File: src/rtl/cdb_arbiter_if.sv
// Common Data Bus arbitration bundle: requester side, back-pressure/flush, and the registered broadcast.
// master = requesters and tag-FIFO side; slave = the arbiter.
interface cdb_arbiter_if #(
    parameter int N_REQ  = 4,
    parameter int W_TAG  = 6,
    parameter int W_DATA = 32,
    parameter int W_SRC  = 2
);
    logic [N_REQ-1:0]        req_valid;
    logic [N_REQ*W_TAG-1:0]  req_tag;
    logic [N_REQ*W_DATA-1:0] req_data;
    logic [N_REQ-1:0]        req_grant;
    logic                    tagfifo_full;
    logic                    flush;
    logic                    cdb_valid;
    logic [W_TAG-1:0]        cdb_tag;
    logic [W_DATA-1:0]       cdb_data;
    logic [W_SRC-1:0]        cdb_src;

    modport master (
        output req_valid, req_tag, req_data, tagfifo_full, flush,
        input  req_grant, cdb_valid, cdb_tag, cdb_data, cdb_src
    );

    modport slave (
        input  req_valid, req_tag, req_data, tagfifo_full, flush,
        output req_grant, cdb_valid, cdb_tag, cdb_data, cdb_src
    );
endinterface

File: src/rtl/cdb_arbiter.sv
// CDB arbiter: combinational one-hot grant, winner registered onto the CDB 1 cycle later; flush/tagfifo_full block grants.
// CDB_ARB_RR_EN selects round-robin from a rotating pointer; undefined gives fixed priority (lowest index wins).
module cdb_arbiter #(
    parameter int N_REQ  = 4,
    parameter int W_TAG  = 6,
    parameter int W_DATA = 32,
    parameter int W_SRC  = 2
) (
    input  logic        clk,
    input  logic        reset_n,
    cdb_arbiter_if.slave bus
);
    logic [N_REQ-1:0] grant;
    logic [W_SRC-1:0] win;
    logic             found;
    logic             grant_en;
    logic [W_SRC-1:0] win_lo;
    logic             any_lo;
`ifdef CDB_ARB_RR_EN
    logic [W_SRC-1:0] ptr;
    logic [W_SRC-1:0] win_hi;
    logic             any_hi;
`endif

    // Descending scan leaves the lowest matching index; the "hi" pass only
    // considers indices at or above ptr, so it wins over the wrapped pass.
    always_comb begin
        win_lo = '0;
        any_lo = 1'b0;
`ifdef CDB_ARB_RR_EN
        win_hi = '0;
        any_hi = 1'b0;
`endif
        for (int i = N_REQ - 1; i >= 0; i--) begin
            if (bus.req_valid[i]) begin
                any_lo = 1'b1;
                win_lo = W_SRC'(i);
            end
`ifdef CDB_ARB_RR_EN
            if (bus.req_valid[i] && (W_SRC'(i) >= ptr)) begin
                any_hi = 1'b1;
                win_hi = W_SRC'(i);
            end
`endif
        end
    end

`ifdef CDB_ARB_RR_EN
    assign found = any_hi | any_lo;
    assign win   = any_hi ? win_hi : win_lo;
`else
    assign found = any_lo;
    assign win   = win_lo;
`endif

    assign grant_en      = reset_n & ~bus.flush & ~bus.tagfifo_full;
    assign grant         = (found && grant_en) ? (N_REQ'(1) << win) : '0;
    assign bus.req_grant = grant;

    always_ff @(posedge clk) begin
        if (!reset_n) begin
            bus.cdb_valid <= 1'b0;
            bus.cdb_tag   <= '0;
            bus.cdb_data  <= '0;
            bus.cdb_src   <= '0;
        end else begin
            bus.cdb_valid <= |grant;
            if (|grant) begin
                bus.cdb_tag  <= bus.req_tag[win*W_TAG +: W_TAG];
                bus.cdb_data <= bus.req_data[win*W_DATA +: W_DATA];
                bus.cdb_src  <= win;
            end
        end
    end

`ifdef CDB_ARB_RR_EN
    // Pointer only advances on an actual grant, so flush/full/idle leave it alone.
    always_ff @(posedge clk) begin
        if (!reset_n) begin
            ptr <= '0;
        end else if (|grant) begin
            ptr <= (win == W_SRC'(N_REQ - 1)) ? '0 : win + 1'b1;
        end
    end
`endif
endmodule
File: src/flat_wrapper.sv
// flat-port wrapper written by rule: the top's interface ports become plain ports
module cdb_arbiter_flat 
#(
    parameter int N_REQ  = 4,
    parameter int W_TAG  = 6,
    parameter int W_DATA = 32,
    parameter int W_SRC  = 2
)
  (clk, reset_n, bus_req_valid, bus_req_tag, bus_req_data, bus_tagfifo_full, bus_flush, bus_req_grant, bus_cdb_valid, bus_cdb_tag, bus_cdb_data, bus_cdb_src);
  cdb_arbiter_if #(.N_REQ(N_REQ), .W_TAG(W_TAG), .W_DATA(W_DATA), .W_SRC(W_SRC)) bus_i ();
  input  logic clk;
  input  logic reset_n;
  input wire logic [$bits(bus_i.req_valid)-1:0] bus_req_valid;
  input wire logic [$bits(bus_i.req_tag)-1:0] bus_req_tag;
  input wire logic [$bits(bus_i.req_data)-1:0] bus_req_data;
  input wire logic [$bits(bus_i.tagfifo_full)-1:0] bus_tagfifo_full;
  input wire logic [$bits(bus_i.flush)-1:0] bus_flush;
  output wire logic [$bits(bus_i.req_grant)-1:0] bus_req_grant;
  output wire logic [$bits(bus_i.cdb_valid)-1:0] bus_cdb_valid;
  output wire logic [$bits(bus_i.cdb_tag)-1:0] bus_cdb_tag;
  output wire logic [$bits(bus_i.cdb_data)-1:0] bus_cdb_data;
  output wire logic [$bits(bus_i.cdb_src)-1:0] bus_cdb_src;
  assign bus_i.req_valid = bus_req_valid;
  assign bus_i.req_tag = bus_req_tag;
  assign bus_i.req_data = bus_req_data;
  assign bus_i.tagfifo_full = bus_tagfifo_full;
  assign bus_i.flush = bus_flush;
  assign bus_req_grant = bus_i.req_grant;
  assign bus_cdb_valid = bus_i.cdb_valid;
  assign bus_cdb_tag = bus_i.cdb_tag;
  assign bus_cdb_data = bus_i.cdb_data;
  assign bus_cdb_src = bus_i.cdb_src;
  cdb_arbiter #(.N_REQ(N_REQ), .W_TAG(W_TAG), .W_DATA(W_DATA), .W_SRC(W_SRC)) u_core (.clk(clk), .reset_n(reset_n), .bus(bus_i));
endmodule
File: config.mk
export PLATFORM = sky130hd
export DESIGN_NAME = cdb_arbiter_flat
export DESIGN_NICKNAME = d
export VERILOG_FILES = /design/src/rtl/cdb_arbiter_if.sv /design/src/rtl/cdb_arbiter.sv /design/src/flat_wrapper.sv
export SDC_FILE = /design/constraint.sdc
export NUM_CORES = 1
export LEC_CHECK = 0
export BUFFER_PORTS_ARGS = -buffer_cell sky130_fd_sc_hd__buf_2
export CAP_MARGIN = 20
export CORE_AREA = 2 2 85 87
export CTS_BUF_LIST = sky130_fd_sc_hd__clkbuf_2 sky130_fd_sc_hd__clkbuf_4 sky130_fd_sc_hd__clkbuf_8
export DETAILED_ROUTE_END_ITERATION = 8
export DIE_AREA = 0 0 87 89
export PLACE_DENSITY = 0.85
export SYNTH_ARGS = -nofsm -noshare
export SYNTH_HDL_FRONTEND = slang
export SYNTH_SLANG_ARGS = --single-unit
File: constraint.sdc
create_clock -name clk -period 1.3 [get_ports clk]
set_clock_uncertainty 0.05 [all_clocks]
set_input_delay 0.195 -clock clk [delete_from_list [all_inputs] [get_ports clk]]
set_output_delay 0.195 -clock clk [all_outputs]
set_load 0.005 [all_outputs]
======== Word-level counts from Yosys, hierarchy flattened ========
Cells that the tools add are included.
Widths: inputs -> output; s select.
storage, ports and cells
  word-level logic and storage cells ...... 23
  flip-flop bits (word level) ............. 41
  input port bits ......................... 160
  output and inout port bits .............. 45
cells by class
  shift operators ......................... 3
  $mul .................................... 1
  multiplexer cells ....................... 9
  reduce and logical (&&, ||, !) cells .... 2
  bitwise logic cells ..................... 4
operators with widths
  operator             number
  $shiftx 128x8->32    1
  $shiftx 24x6->6      1
  $mux 2               4
  $mul 2x2->4 const B  1
  $mux 1               4
  $mux 4               1
  $reduce_or 4->1      1
  $shl 1x2->4 const A  1
  $and 1x1->1          2
  $not 1->1            2
  $logic_and 1x1->1    1

======== Depth between registers and ports, before layout ========
  depth in word-level cells ............... 7
  depth in mapped cells ................... 7
  depth with buffers taken out ............ 4

======== Worst setup path after synthesis ========
Ideal clock, no wire load.
  path kind ............................... input to output
  from .................................... in bus_req_valid[0]
  to ...................................... out bus_req_grant[3]
  required time ........................... 1.055 ns
  slack ................................... -0.100 ns
  stages on the path ...................... 5
  arrival ................................. 1.155 ns
  path buffers ............................ 3
  path through ............................ buf_2 nor4b_2 buf_2 buf_2 and2_1
between the ends
  word-level cells in the longest chain between the ends .. 3
  elaborated cells between the ends (all ways) .. 5
  those cells by class .................... shift: 1; mux: 3; reduce/logical: 1
ends and longest elaborated chain
  element                                                  line                text
  start: declaration                                       flat_wrapper.sv:13  input wire logic [$bits(bus_i.req_valid)-1:0] bus_req_valid;
  $mux 2 / $mux 1 (equally long branches)                  cdb_arbiter.sv:35   if (bus.req_valid[i]) begin
  $shl 1x2->4 / $logic_and 1x1->1 (equally long branches)  cdb_arbiter.sv:57   assign grant = (found && grant_en) ? (N_REQ'(1) << win) : '0;
  $mux 4 (*)                                               cdb_arbiter.sv:57
  end: declaration                                         flat_wrapper.sv:18  output wire logic [$bits(bus_i.req_grant)-1:0] bus_req_grant;
Every way passes the cells marked *; elsewhere a longest branch is shown, timed or not.

======== Worst setup path in the final report ========
  from .................................... in bus_req_valid[2]
  to ...................................... out bus_req_grant[3]
between the ends
  word-level cells in the longest chain between the ends .. 5
  elaborated cells between the ends (all ways) .. 9
  those cells by class .................... shift: 1; mux: 7; reduce/logical: 1
ends and longest elaborated chain
  element                                                  line
  $mux 2 / $mux 1 (equally long branches) (3 in series)    cdb_arbiter.sv:35
  $shl 1x2->4 / $logic_and 1x1->1 (equally long branches)  cdb_arbiter.sv:57
  $mux 4 (*)                                               cdb_arbiter.sv:57
Marked as above.

==> summary.txt <==
Run status
  – Status: completed

Drt
  – DRT Pass-1 Iters: 7
  – Drt first-iter violations: 226
  – Final ANT Viol Nets: 0
  – Final WL: 9620 µm
  – Via count: 3360
  – DR WL/cell: 16.7 µm
  – Drt drc: 0
  – Vias/cell: 5.84

Floorplan
  – Full die area: 7740 µm²
  – Die extent in y: 89 µm
  – FP Rows: 30
  – Core box area: 6720 µm²
  – Die X: 87 µm
  – Ports: 205
  – Starting Density: 36.0%

Power
  – Combinational power share: 27.8%
  – NetSw: 878 µW
  – Cell Pwr Density: 792 nW/µm²
  – P_int: 2160 µW
  – Reg power frac: 44.5%
  – Leakage: 0.00180 µW
  – IR drop worst, VDD: 0.362 mV
  – Switching share of total power: 28.9%
  – Clock share of power: 27.7%

Clock tree
  – Clock Tree Buf Depth: 2
  – Inserted Clock Buffers: 5
  – Skew-Pair Late Insertion Delay: 290 ps
  – H-tree depth: 2
  – Cts hold-fix bufs: 0
  – Root Driver: clkbuf_8
  – Clock Sinks: 41
  – CTS tree: built
  – Clk slew on worst S/H paths: 80 ps

Global route
  – GRT Resource Usage Total: 23.3%
  – Vias in the first global route: 3204
  – GR Overflow Total: 0
  – Initial antenna violation count: 0
  – First-pass GRT wire length: 14500 µm
  – Largest net degree at the start of global routing: 41

Place
  – HPWL after DPL: 6910 µm
  – Final Wtd Congestion: 0.813
  – Placed cell area: 3630 µm²
  – Port Buffers: 204

Synthesis
  – Distinct cells, synth: 24
  – Mapped Cells: 292
  – Post-synthesis sequential area ratio: 33.9%
  – Synth top area cells: dfxtp_1 (34%), o21ai_0 (16%), a221o_1 (15%), a22oi_1 (11%), a31oi_1 (9.8%)
  – Avg Cell Area, Syn: 8.28 µm²
  – Syn. warnings: 0
  – Synth Cell Area: 2420 µm²
  – Post-synth top area cell: dfxtp_1
  – Top-area cell type share of the netlist area: 33.9%
  – Synthesized flop and latch total: 41
  – Syn_nets: 452

Flow run
  – Max-Cap Viols: 0

Worst setup path
  – R2R Setup Slk: 550 ps
  – Startpoint types: primary input
  – CP endpoint kind: output pin
  – Worst R2R End: u_core.bus.cdb_data[24]
  – Kind of critical path: in2out
  – WP data arrival: 1030 ps
  – Worst R2R Path Depth: 2
  – CP Data Required Time: 1050 ps
  – Critical R2R Launch: u_core.bus.cdb_data[24]
  – Critical path peak fanout: 4

Min path
  – Critical hold path startpoint: bus_req_data[15]
  – Hold path depth: 3
  – Worst Hold End: u_core.bus.cdb_data[15]
  – Hold Path Class: in2reg

Cells and area
  – Fin area: 3830 µm²
  – Diodes inserted: 0
  – Nets: 654
  – Commonest non-fill, non-tap cell in the layout: buf_2
  – Area growth syn-to-layout: 58.4%
  – Layout cells sized above 1: 50.5%
  – Most frequent cells in the layout: buf_2 (199), o21ai_0 (73), dfxtp_1 (41)

STA
  – Max-slew violations: 0
  – WHS: 147 ps
  – Final setup violation count: 0
  – Slew HR: 69.4%
  – Worst slew pin tran: 459 ps
  – Min Tclk post-route: 1270 ps
  – Final hold viol count: 0
  – Final period util: 98.1%
  – Unrepaired setup endpoints after global routing: yes
  – FMAX: 784 MHz
-- synthesized netlist by cell type, drive strengths merged --
| master | count |
|---|---|
| nor3 | 1 |
| and2 | 1 |
| o221a | 1 |
| or3b | 1 |
| buf | 20 |
| a221o | 37 |
| nand2 | 3 |
| o31ai | 1 |
| dfxtp | 41 |
| nor4b | 1 |
| a22oi | 37 |
| clkbuf | 18 |
| o21ai | 78 |
| nor3b | 2 |
| a31oi | 38 |
| nor2 | 4 |
| and3 | 2 |
| inv | 2 |
| nor2b | 2 |
| a21oi | 2 |
-- critical path: stages --
cell and delay (ps):
buf_12 110, nor4b_4 330, clkbuf_16 190, and2_4 130, buf_6 80
-- metrics by stage --
stage | setup TNS, ps | utilization (%) | instances | total power [µW] | setup WS (ps)
4_1_cts | 0 | 55.6 | 572 | 3030 | 8.28
3_5_place_dp | -7160 | 54.1 | 562 | 2190 | -222
6_report | 0 | 57.0 | 575 | 3040 | 25.1
2_1_floorplan | -101 | - | 292 | 1740 | -4.60
5_1_grt | -27.0 | 57.0 | 575 | 3200 | -24.7
3_3_place_gp | -5880 | 54.1 | 562 | 2160 | -166
-- routing by layer --
metal  vias up  GRT usage (%)  routed length [µm]
li1       1597              -                   -
met1      1571           26.8                3740
met2       183           43.6                4980
met3         9           4.80                 798
met4         0           6.68                 108
met5         -              0                   0
-- timing repair --
item                                    CTS  global route
gates cloned                              0             1
buffers inserted                          2             2
resized for setup                         1            20
pin swaps                                 2             3
hold endpoints to repair                  0             0
endpoints found under the setup margin    2             8
-- how the worst max path moves through the flow --
stage                      from                      end  slack [ps]  depth (start not counted)
6_report       bus_req_valid[2]         bus_req_grant[3]          30                          5
3_3_place_gp          bus_flush    u_core.bus.cdb_tag[0]        -170                          6
5_1_grt        bus_req_valid[2]         bus_req_grant[3]         -20                          5
4_1_cts        bus_tagfifo_full         bus_req_grant[0]           8                          5
2_1_floorplan  bus_req_valid[1]   u_core.bus.cdb_data[0]          -5                          7
3_5_place_dp          bus_flush  u_core.bus.cdb_data[24]        -220                          6
-- area by class of cell --
class	count	area [µm²]
timing repair buffer	233	1360
sequential	41	821
multi-input combinational	211	1460
clock inverter	2	10.0
clock buffer	6	76.3
tap	80	100
fill	607	2890
inverter	2	7.51
-- power groups by stage --
stage | Clock (µW) | Sequential, µW | Combinational (µW)
after CTS | 860 | 1350 | 816
after floorplan | 0 | 1390 | 351
after global routing | 918 | 1360 | 921
after detailed placement | 0 | 1380 | 811
after global placement | 0 | 1380 | 783
final | 841 | 1350 | 843
-- state kept, by name (all words and copies together) (netlist names) --
| signal | count |
|---|---|
| u_core.bus.cdb_valid | 1 |
| u_core.bus.cdb_tag | 6 |
| u_core.bus.cdb_data | 32 |
| u_core.bus.cdb_src | 2 |
-- logic make-up after synthesis --
kind of cell    after synthesis  synth area share, %
simple gates                 17                 4.29
flops                        41                 33.9
buf+inv                      40                 7.66
compound gates              194                 54.1
No activity file was read; power rests on OpenSTA's default activity.
